## src/rtl/progsel_pkg.sv

```systemverilog
// Shared types and constants for the program launcher.
// Optional debounce counters are enabled with PROGSEL_DEBOUNCE_EN.
package progsel_pkg;

  typedef enum logic [1:0] {
    IDLE   = 2'd0,
    ACTIVE = 2'd1,
    GAP    = 2'd2
  } progsel_state_e;

  localparam logic [1:0] ST_IDLE   = IDLE;
  localparam logic [1:0] ST_ACTIVE = ACTIVE;
  localparam logic [1:0] ST_GAP    = GAP;

  // Button i launches program code i + CODE_OFFSET; code 0 means "no program".
  localparam int CODE_OFFSET = 1;

  // Width of a counter that must hold values 0..max_count (never narrower than 1 bit).
  function automatic int cnt_width(input int max_count);
    return (max_count < 1) ? 1 : $clog2(max_count + 1);
  endfunction

endpackage

```

## src/rtl/progsel_debounce.sv

```systemverilog
// One button: 2-flop synchroniser, optional debounce (PROGSEL_DEBOUNCE_EN),
// debounced level register and rising-edge detect producing a one-cycle press pulse.
module progsel_debounce
  import progsel_pkg::*;
#(
  parameter int DEBOUNCE_CYCLES = 4
) (
  input  logic clock,
  input  logic reset,
  input  logic btn,
  output logic press
);

  logic sync1_r;
  logic sync2_r;
  logic level_r;
  logic level_prev_r;

  // Synchronise the raw asynchronous button level.
  always_ff @(posedge clock or posedge reset) begin
    if (reset) begin
      sync1_r <= 1'b0;
      sync2_r <= 1'b0;
    end else begin
      sync1_r <= btn;
      sync2_r <= sync1_r;
    end
  end

`ifdef PROGSEL_DEBOUNCE_EN
  localparam int CNT_W = cnt_width(DEBOUNCE_CYCLES);
  localparam logic [CNT_W-1:0] CNT_MAX = CNT_W'(DEBOUNCE_CYCLES);

  logic [CNT_W-1:0] cnt_r;

  // Flip the level only after a long enough run of disagreeing samples.
  always_ff @(posedge clock or posedge reset) begin
    if (reset) begin
      cnt_r   <= '0;
      level_r <= 1'b0;
    end else if (sync2_r != level_r) begin
      if (cnt_r == CNT_MAX) begin
        cnt_r   <= '0;
        level_r <= ~level_r;
      end else begin
        cnt_r   <= cnt_r + CNT_W'(1);
      end
    end else begin
      cnt_r <= '0;
    end
  end
`else
  // Without debounce the level is simply the synchronised input, registered once.
  always_ff @(posedge clock or posedge reset) begin
    if (reset) begin
      level_r <= 1'b0;
    end else begin
      level_r <= sync2_r;
    end
  end
`endif

  // Delayed copy of the level for rising-edge detection.
  always_ff @(posedge clock or posedge reset) begin
    if (reset) begin
      level_prev_r <= 1'b0;
    end else begin
      level_prev_r <= level_r;
    end
  end

  assign press = level_r & ~level_prev_r;

endmodule

```

## src/rtl/progsel_launcher.sv

```systemverilog
// Program launcher top: per-button conditioning, fixed-priority arbiter,
// one-deep pending register and IDLE/ACTIVE/GAP selector FSM. Debounce via PROGSEL_DEBOUNCE_EN.
module progsel_launcher
  import progsel_pkg::*;
#(
  parameter int NUM_BTNS        = 4,
  parameter int SEL_W           = 32,
  parameter int DEBOUNCE_CYCLES = 4,
  parameter int MIN_HOLD        = 2
) (
  input  logic                clock,
  input  logic                reset,
  input  logic [NUM_BTNS-1:0] btn,
  input  logic                ack,
  output logic [SEL_W-1:0]    program_selector,
  output logic                busy,
  output logic                pending_valid,
  output logic                dropped
);

  localparam int HOLD_W = cnt_width(MIN_HOLD);
  localparam logic [HOLD_W-1:0] HOLD_LAST = HOLD_W'(MIN_HOLD - 1);
  localparam logic [HOLD_W-1:0] HOLD_MAX  = HOLD_W'(MIN_HOLD);

  logic [NUM_BTNS-1:0] req_s;
  logic                win_found_s;
  logic                lose_s;
  logic [SEL_W-1:0]    win_code_s;

  logic [1:0]          state_r, state_n;
  logic [SEL_W-1:0]    selector_r, selector_n;
  logic [HOLD_W-1:0]   hold_r, hold_n;
  logic                pend_v_r, pend_v_n;
  logic [SEL_W-1:0]    pend_code_r, pend_code_n;
  logic                dropped_r, dropped_n;
  logic                busy_r;

  for (genvar g = 0; g < NUM_BTNS; g++) begin : g_btn
    progsel_debounce #(
      .DEBOUNCE_CYCLES(DEBOUNCE_CYCLES)
    ) u_deb (
      .clock(clock),
      .reset(reset),
      .btn  (btn[g]),
      .press(req_s[g])
    );
  end

  // Fixed priority: lowest index wins, any other simultaneous press is a loser.
  always_comb begin
    win_found_s = 1'b0;
    lose_s      = 1'b0;
    win_code_s  = '0;
    for (int i = 0; i < NUM_BTNS; i++) begin
      if (req_s[i] && win_found_s) begin
        lose_s = 1'b1;
      end else if (req_s[i]) begin
        win_found_s = 1'b1;
        win_code_s  = SEL_W'(i + CODE_OFFSET);
      end else begin
        lose_s = lose_s;
      end
    end
  end

  // Next-state logic: a queued code always launches before a fresh request,
  // and a fresh request arriving as the queue drains refills it.
  always_comb begin
    state_n     = state_r;
    selector_n  = selector_r;
    hold_n      = hold_r;
    pend_v_n    = pend_v_r;
    pend_code_n = pend_code_r;
    dropped_n   = lose_s;
    case (state_r)
      ST_IDLE: begin
        if (pend_v_r) begin
          state_n     = ST_ACTIVE;
          selector_n  = pend_code_r;
          hold_n      = '0;
          pend_v_n    = win_found_s;
          pend_code_n = win_code_s;
        end else if (win_found_s) begin
          state_n    = ST_ACTIVE;
          selector_n = win_code_s;
          hold_n     = '0;
        end else begin
          selector_n = '0;
        end
      end
      ST_ACTIVE: begin
        if (hold_r != HOLD_MAX) begin
          hold_n = hold_r + HOLD_W'(1);
        end else begin
          hold_n = hold_r;
        end
        if (ack && (hold_r >= HOLD_LAST)) begin
          state_n    = ST_GAP;
          selector_n = '0;
        end else begin
          selector_n = selector_r;
        end
        if (win_found_s && !pend_v_r) begin
          pend_v_n    = 1'b1;
          pend_code_n = win_code_s;
        end else if (win_found_s) begin
          dropped_n = 1'b1;
        end else begin
          dropped_n = lose_s;
        end
      end
      ST_GAP: begin
        if (pend_v_r) begin
          state_n    = ST_ACTIVE;
          selector_n = pend_code_r;
          hold_n     = '0;
        end else begin
          state_n    = ST_IDLE;
          selector_n = '0;
        end
        pend_v_n    = win_found_s;
        pend_code_n = win_code_s;
      end
      default: begin
        state_n     = ST_IDLE;
        selector_n  = '0;
        hold_n      = '0;
        pend_v_n    = 1'b0;
        pend_code_n = '0;
      end
    endcase
  end

  // State and output registers.
  always_ff @(posedge clock or posedge reset) begin
    if (reset) begin
      state_r     <= ST_IDLE;
      selector_r  <= '0;
      hold_r      <= '0;
      pend_v_r    <= 1'b0;
      pend_code_r <= '0;
      dropped_r   <= 1'b0;
      busy_r      <= 1'b0;
    end else begin
      state_r     <= state_n;
      selector_r  <= selector_n;
      hold_r      <= hold_n;
      pend_v_r    <= pend_v_n;
      pend_code_r <= pend_code_n;
      dropped_r   <= dropped_n;
      busy_r      <= (state_n != ST_IDLE);
    end
  end

  assign program_selector = selector_r;
  assign busy             = busy_r;
  assign pending_valid    = pend_v_r;
  assign dropped          = dropped_r;

endmodule

```

## config.mk

```make
export PLATFORM = sky130hd
export DESIGN_NAME = progsel_launcher
export DESIGN_NICKNAME = d
export VERILOG_FILES = /design/src/rtl/progsel_pkg.sv /design/src/rtl/progsel_debounce.sv /design/src/rtl/progsel_launcher.sv
export SDC_FILE = /design/constraint.sdc
export NUM_CORES = 1
export LEC_CHECK = 0
export CORE_UTILIZATION = 50
export DETAILED_ROUTE_END_ITERATION = 8
export MAX_ROUTING_LAYER = met4
export PLACE_DENSITY_LB_ADDON = 0.3
export SLEW_MARGIN = 5
export SYNTH_ARGS = -nofsm -noshare
export SYNTH_HDL_FRONTEND = slang
export SYNTH_HIERARCHICAL = 1
export SYNTH_SLANG_ARGS = --single-unit
```

## constraint.sdc

```tcl
create_clock -name clock -period 2.4 [get_ports clock]
set_input_delay 0.36 -clock clock [delete_from_list [all_inputs] [get_ports clock]]
set_output_delay 0.36 -clock clock [all_outputs]
set_load 0.01 [all_outputs]
```

==> results of run 1 <==
==> area by class of cell <==
| cell class | instances | share of cell area [%] |
|---|---|---|
| flip-flops and latches | 29 | 46.6 |
| clock inverters | 1 | 1.93 |
| repair buffers | 12 | 7.71 |
| well taps | 31 | 2.49 |
| inverters | 9 | 2.17 |
| multi-input cells | 91 | 35.6 |
| clock buffers | 7 | 3.53 |
==> through the flow <==
step | hold WS (ns) | total power [mW] | util [%] | instances | worst slack (ns)
after global placement | 0.333 | 1.22 | 53.9 | 172 | 0.931
after floorplan | 0.126 | 1.12 | - | 161 | 1.11
after global routing | 0.342 | 1.78 | 57.0 | 180 | 0.479
final | 0.320 | 1.66 | 57.0 | 180 | 0.559
after CTS | 0.315 | 1.68 | 57.0 | 180 | 0.539
after detailed placement | 0.340 | 1.24 | 53.9 | 172 | 0.888
==> state kept, by name, summed over array words and instances (netlist names) <==
| register | cells |
|---|---|
| pending_valid | 1 |
| g_btn.u_deb/sync2_r | 4 |
| program_selector | 3 |
| pend_code_r | 3 |
| g_btn.u_deb/level_prev_r | 4 |
| dropped | 1 |
| g_btn.u_deb/sync1_r | 4 |
| state_r | 2 |
| g_btn.u_deb/level_r | 4 |
| busy | 1 |
| hold_r | 2 |
==> placed cells by master (no fill, tap or decap), types with 2 or more instances in the layout <==
cell	synthesis	layout
conb_1	1	29
dfrtp_1	29	29
clkdlybuf4s50_1	0	12
inv_1	9	9
nand2_1	8	8
nor2_1	7	7
nor2b_4	5	5
clkbuf_4	0	5
a32oi_1	3	3
o21ai_0	3	3
a22oi_1	3	3
nand2b_1	2	2
o22ai_1	2	2
nor2b_1	2	2
a21oi_1	2	2
a21o_1	2	2
o211ai_1	2	2
o21bai_1	2	2
nor3_1	2	2
ha_1	2	2
==> power breakdown <==
| group | switching (mW) | total [mW] | leakage, nW | internal, mW |
|---|---|---|---|---|
| Sequential | 0.117 | 0.711 | 0.349 | 0.594 |
| Clock | 0.171 | 0.420 | 0.0455 | 0.249 |
| Combinational | 0.268 | 0.530 | 0.371 | 0.262 |
==> logic make-up (layout without fill, tap and decap cells) <==
group	count (synthesis)	count (layout)	synth area share, %
buf+inv	41	29	18.5
compound gates	23	23	11.5
flops	29	29	50.3
other cells	1	29	0.260
simple gates	34	34	15.6
xor+xnor	1	1	0.608
mux	1	1	0.694
fa+ha+maj	3	3	2.52
==> per-layer routing <==
layer	vias to the layer above	global-route usage, %	share of wire [%]	routed length, um
met5	-	-	0	0
met4	0	7.50	1.6	36
met3	4	5.81	5.4	123
met2	28	27.9	50	1150
met1	425	21.4	43	971
li1	412	-	-	-
==> worst max path at each step <==
stage                           start              to  cells past startpoint
2_1_floorplan  g_btn[3].u_deb/level_r  pend_code_r[0]                      5
3_3_place_gp               state_r[0]         dropped                      4
3_5_place_dp               state_r[0]         dropped                      4
4_1_cts                 pending_valid   pending_valid                      1
5_1_grt                 pending_valid   pending_valid                      1
6_report                pending_valid   pending_valid                      1
==> impl_metrics.json, run 1 <==
{
  "cts_buffers": 5,
  "max-vdd-ir-drop_mv": 0.627,
  "clock-root-buffer": "clkbuf_4",
  "synth-seq-cells": 29,
  "synthArstFlopShare_pct": 100,
  "grt_usage_pct": 17.9,
  "final_cell_area_um2": 1560,
  "routed_wl_um": 2280,
  "clk_pin_slew_ns": 0.10,
  "cts_tree": "done",
  "drt_iter0_drc": 18,
  "dp_hpwl_um": 1680,
  "max_stage_delay_ns": 0.60,
  "gp_congestion": 0.973,
  "synth_edf_count": 0,
  "drt-wirelength-per-cell_um": 12.7,
  "core_area_um2": 2730,
  "area_growth_pct": 8.07,
  "viasPerCell": 4.83,
  "overflow": 0,
  "cts_resized": 0,
  "relSlewSlack_pct": 63.0,
  "cp_cell_sequence": "clkdlybuf4s50_1",
  "start_kind": "flop",
  "syn_area_um2": 1440,
  "insertion_delay_ns": 0.33,
  "clkSinkCount": 29,
  "r2r-end": "dropped",
  "slowest_stage": "clkdlybuf4s50_1",
  "tightest_slew_ns": 0.554,
  "status": "finished clean",
  "grt_max_degree": 14,
  "rrSetupSlack_ns": 0.87,
  "crit_arrival_ns": 1.48,
  "seq_area_frac_synth_pct": 50.3,
  "port_buffers": 12,
  "post_cts.repair.setup_buffers": 0,
  "cts_hold_buf": 0,
  "finalCriticalPeriod_ns": 1.84,
  "rsz0062_at_grt": "no",
  "ys.flop_type": "dfrtp_1",
  "num_vias": 869,
  "yosysTopAreaCellShare_pct": 50.3,
  "drive_gt1_share_pct": 10.7,
  "synth_common_cells": "buf_4, dfrtp_1, inv_1, nand2_1, nor2_1",
  "power_density_nw_per_um2": 1070,
  "dieWidth_um": 55.7,
  "num_antenna_cells": 0,
  "grt_pass1_wl_um": 4040,
  "syn_area_per_cell_um2": 10.8,
  "drc": 0,
  "hold_path.class": "in2async",
  "synth_area_leaders": "dfrtp_1, buf_4, nor2b_4",
  "yosys.area.top_type": "dfrtp_1",
  "report.final.setup_viol": 0,
  "r2r-start": "state_r[0]",
  "seqCellArea_um2": 726,
  "grt_pass1_vias": 843,
  "ff2ff_path_depth": 4,
  "fin_crit_sh_pct": 76.7,
  "setup_tns_ns": 0,
  "max_freq_mhz": 543,
  "leakagePower_nw": 0.766,
  "synthCells": 133,
  "worstPathRequired_ns": 2.04,
  "max_cap_viol_count": 0,
  "cts_max_level": 2,
  "yosysWarningCount": 6,
  "die_h_um": 55.7,
  "crit_buf_inv": 1,
  "end_kind": "primary output",
  "finalHoldViolCount": 0,
  "crit_family": "buffers and inverters",
  "multiInputGateArea_um2": 554,
  "start_util_pct": 52.7,
  "dr.pass1.iters": 4,
  "clock_path_buffers": 2,
  "dpl_cell_area_um2": 1470,
  "final_nets": 157,
  "rows": 19,
  "skew_ns": 0.0128,
  "ant_nets": 0,
  "dieArea_um2": 3100,
  "ioPinCount": 42,
  "worstPathMaxFanout": 12,
  "fill_cells": 244,
  "slew_violations": 0,
  "antenna_found_initial": 0,
  "critical_path_class": "reg2out",
  "synth_cell_type_count": 35
}
No activity file was read; power rests on OpenSTA's default activity.
==> inputs of run 2 (changes only) <==
- CORE_UTILIZATION: 50 -> 46
- clock period: 2.4 -> 1.7 ns (I/O delays scaled with it)
==> run 2 against run 1 <==
  * The run now ends with DRC left
  * Clock-buffer cell count is the same
  * Clock power grew 38%
  * Final area grew 1.0%
  * Flip-flop and latch count is the same
  * Clock skew shrank 0.0068 ns
  * Non-clock buffer count grew 2
  * Sequential power grew 36%
  * Sequential share of layout area shrank 0.40 points
  * Die area grew 8.4%
  * Combinational power grew 53%
  * Global-route usage shrank 3.4 points
  * Worst setup slack lost 0.50 ns
  * Largest power group unchanged
==> impl_metrics.json, run 2 (same netlist as run 1, synthesis figures left out) <==
{
  "clkSinkCount": 29,
  "cts_buffers": 5,
  "status": "finished, violations left",
  "insertion_delay_ns": 0.33,
  "cp_cell_sequence": "clkdlybuf4s50_1",
  "slowest_stage": "clkdlybuf4s50_1",
  "drive_gt1_share_pct": 12.6,
  "final_nets": 159,
  "clkPwrFrac_pct": 24.6,
  "worst_slack_ns": 0.0615,
  "crit_buf_inv": 1,
  "crit_arrival_ns": 1.38,
  "dpl_cell_area_um2": 1490,
  "rrSetupSlack_ns": 0.27,
  "layout_common_cells": "conb_1, dfrtp_1, clkdlybuf4s50_1",
  "num_antenna_cells": 0,
  "fin_cells": 182,
  "num_vias": 873,
  "end_kind": "primary output",
  "max-vdd-ir-drop_mv": 0.703,
  "overflow": 0,
  "power_density_nw_per_um2": 1490,
  "clock-root-buffer": "clkbuf_4",
  "violations": "DRC",
  "start_kind": "flop",
  "clk_pin_slew_ns": 0.08,
  "setup_tns_ns": 0,
  "gp_congestion": 0.841,
  "dp_hpwl_um": 1580,
  "die_h_um": 58.0,
  "finalHoldViolCount": 0,
  "grt_pass1_vias": 800,
  "port_buffers": 12,
  "critical_path_class": "reg2out",
  "drt_iter0_drc": 33,
  "grt_pass1_wl_um": 3420,
  "leakagePower_nw": 0.775,
  "ant_nets": 0,
  "worstPathRequired_ns": 1.44,
  "cts_hold_buf": 0,
  "clock_path_buffers": 2,
  "dieWidth_um": 58.0,
  "worstPathMaxFanout": 12,
  "power_switching_uw": 766,
  "final_core_util_pct": 55.2,
  "grt_usage_pct": 14.4,
  "hold_ws_ns": 0.212,
  "routed_wl_um": 2080,
  "max_freq_mhz": 610,
  "finalCriticalPeriod_ns": 1.64,
  "grt_max_degree": 14,
  "r2r-start": "g_btn[3].u_deb/level_r",
  "area_growth_pct": 9.20,
  "drt-wirelength-per-cell_um": 11.4,
  "dieArea_um2": 3360,
  "ff2ff_path_depth": 5,
  "report.final.setup_viol": 0,
  "layout_commonest_cell": "conb_1",
  "r2r-end": "pend_code_r[0]",
  "max_cap_viol_count": 0,
  "power.internal_mw": 1.59,
  "dpl_worst_slack_ns": 0.278,
  "swShare_pct": 32.6,
  "crit_family": "buffers and inverters",
  "antenna_found_initial": 0,
  "rows": 19,
  "dr.pass1.iters": 8,
  "rsz0062_at_grt": "no",
  "power_mw": 2.35,
  "p_seq_share_pct": 41.0,
  "relSlewSlack_pct": 65.1,
  "final_cell_area_um2": 1570,
  "drc": 2,
  "core_area_um2": 2850,
  "hold_path.class": "in2async",
  "viasPerCell": 4.80,
  "skew_ns": 0.00606,
  "fill_cells": 254,
  "slew_violations": 0,
  "place_inst": 174,
  "max_stage_delay_ns": 0.57,
  "fin_crit_sh_pct": 96.4,
  "tightest_slew_ns": 0.524,
  "cts_tree": "done",
  "start_util_pct": 50.5,
  "ioPinCount": 42,
  "cts_max_level": 2,
  "post_cts.repair.setup_buffers": 0,
  "combPwrFrac_pct": 34.4
}
run 2: power by group through the flow:
stage               logic, mW  registers [mW]  clock network (mW)
floorplan               0.625           0.953                   0
global placement        0.792           0.969                   0
detailed placement      0.810           0.974                   0
CTS                     0.815           0.964               0.595
global route            0.900           0.987               0.623
finish                  0.809           0.964               0.579
run 2: layer usage:
| metal | up-vias | routed length [um] | global-route usage, % |
|---|---|---|---|
| met3 | 7 | 128 | 4.69 |
| met1 | 415 | 867 | 15.0 |
| met2 | 36 | 1030 | 23.5 |
| met5 | - | 0 | - |
| li1 | 415 | - | - |
| met4 | 0 | 57 | 9.18 |
run 2: worst max path at each step:
stage,startpoint,end,depth (start not counted)
floorplan,g_btn[3].u_deb/level_r,pend_code_r[0],5
global placement,pending_valid,pending_valid,1
detailed placement,g_btn[3].u_deb/level_r,pend_code_r[0],5
CTS,pending_valid,pending_valid,1
global route,pending_valid,pending_valid,1
finish,pending_valid,pending_valid,1
run 2: final cells by class:
cell class,count,area (um^2),area share (%)
clock buffers,7,55.1,3.50
clock inverters,1,30.0,1.91
inverters,9,33.8,2.15
multi-input cells,91,554,35.2
flip-flops and latches,29,727,46.2
well taps,31,38.8,2.46
repair buffers,14,135,8.59
run 2: timing repair:
item,in CTS,in global routing
setup endpoints to repair,1,0
hold endpoints to repair,0,0
resized for setup,1,0
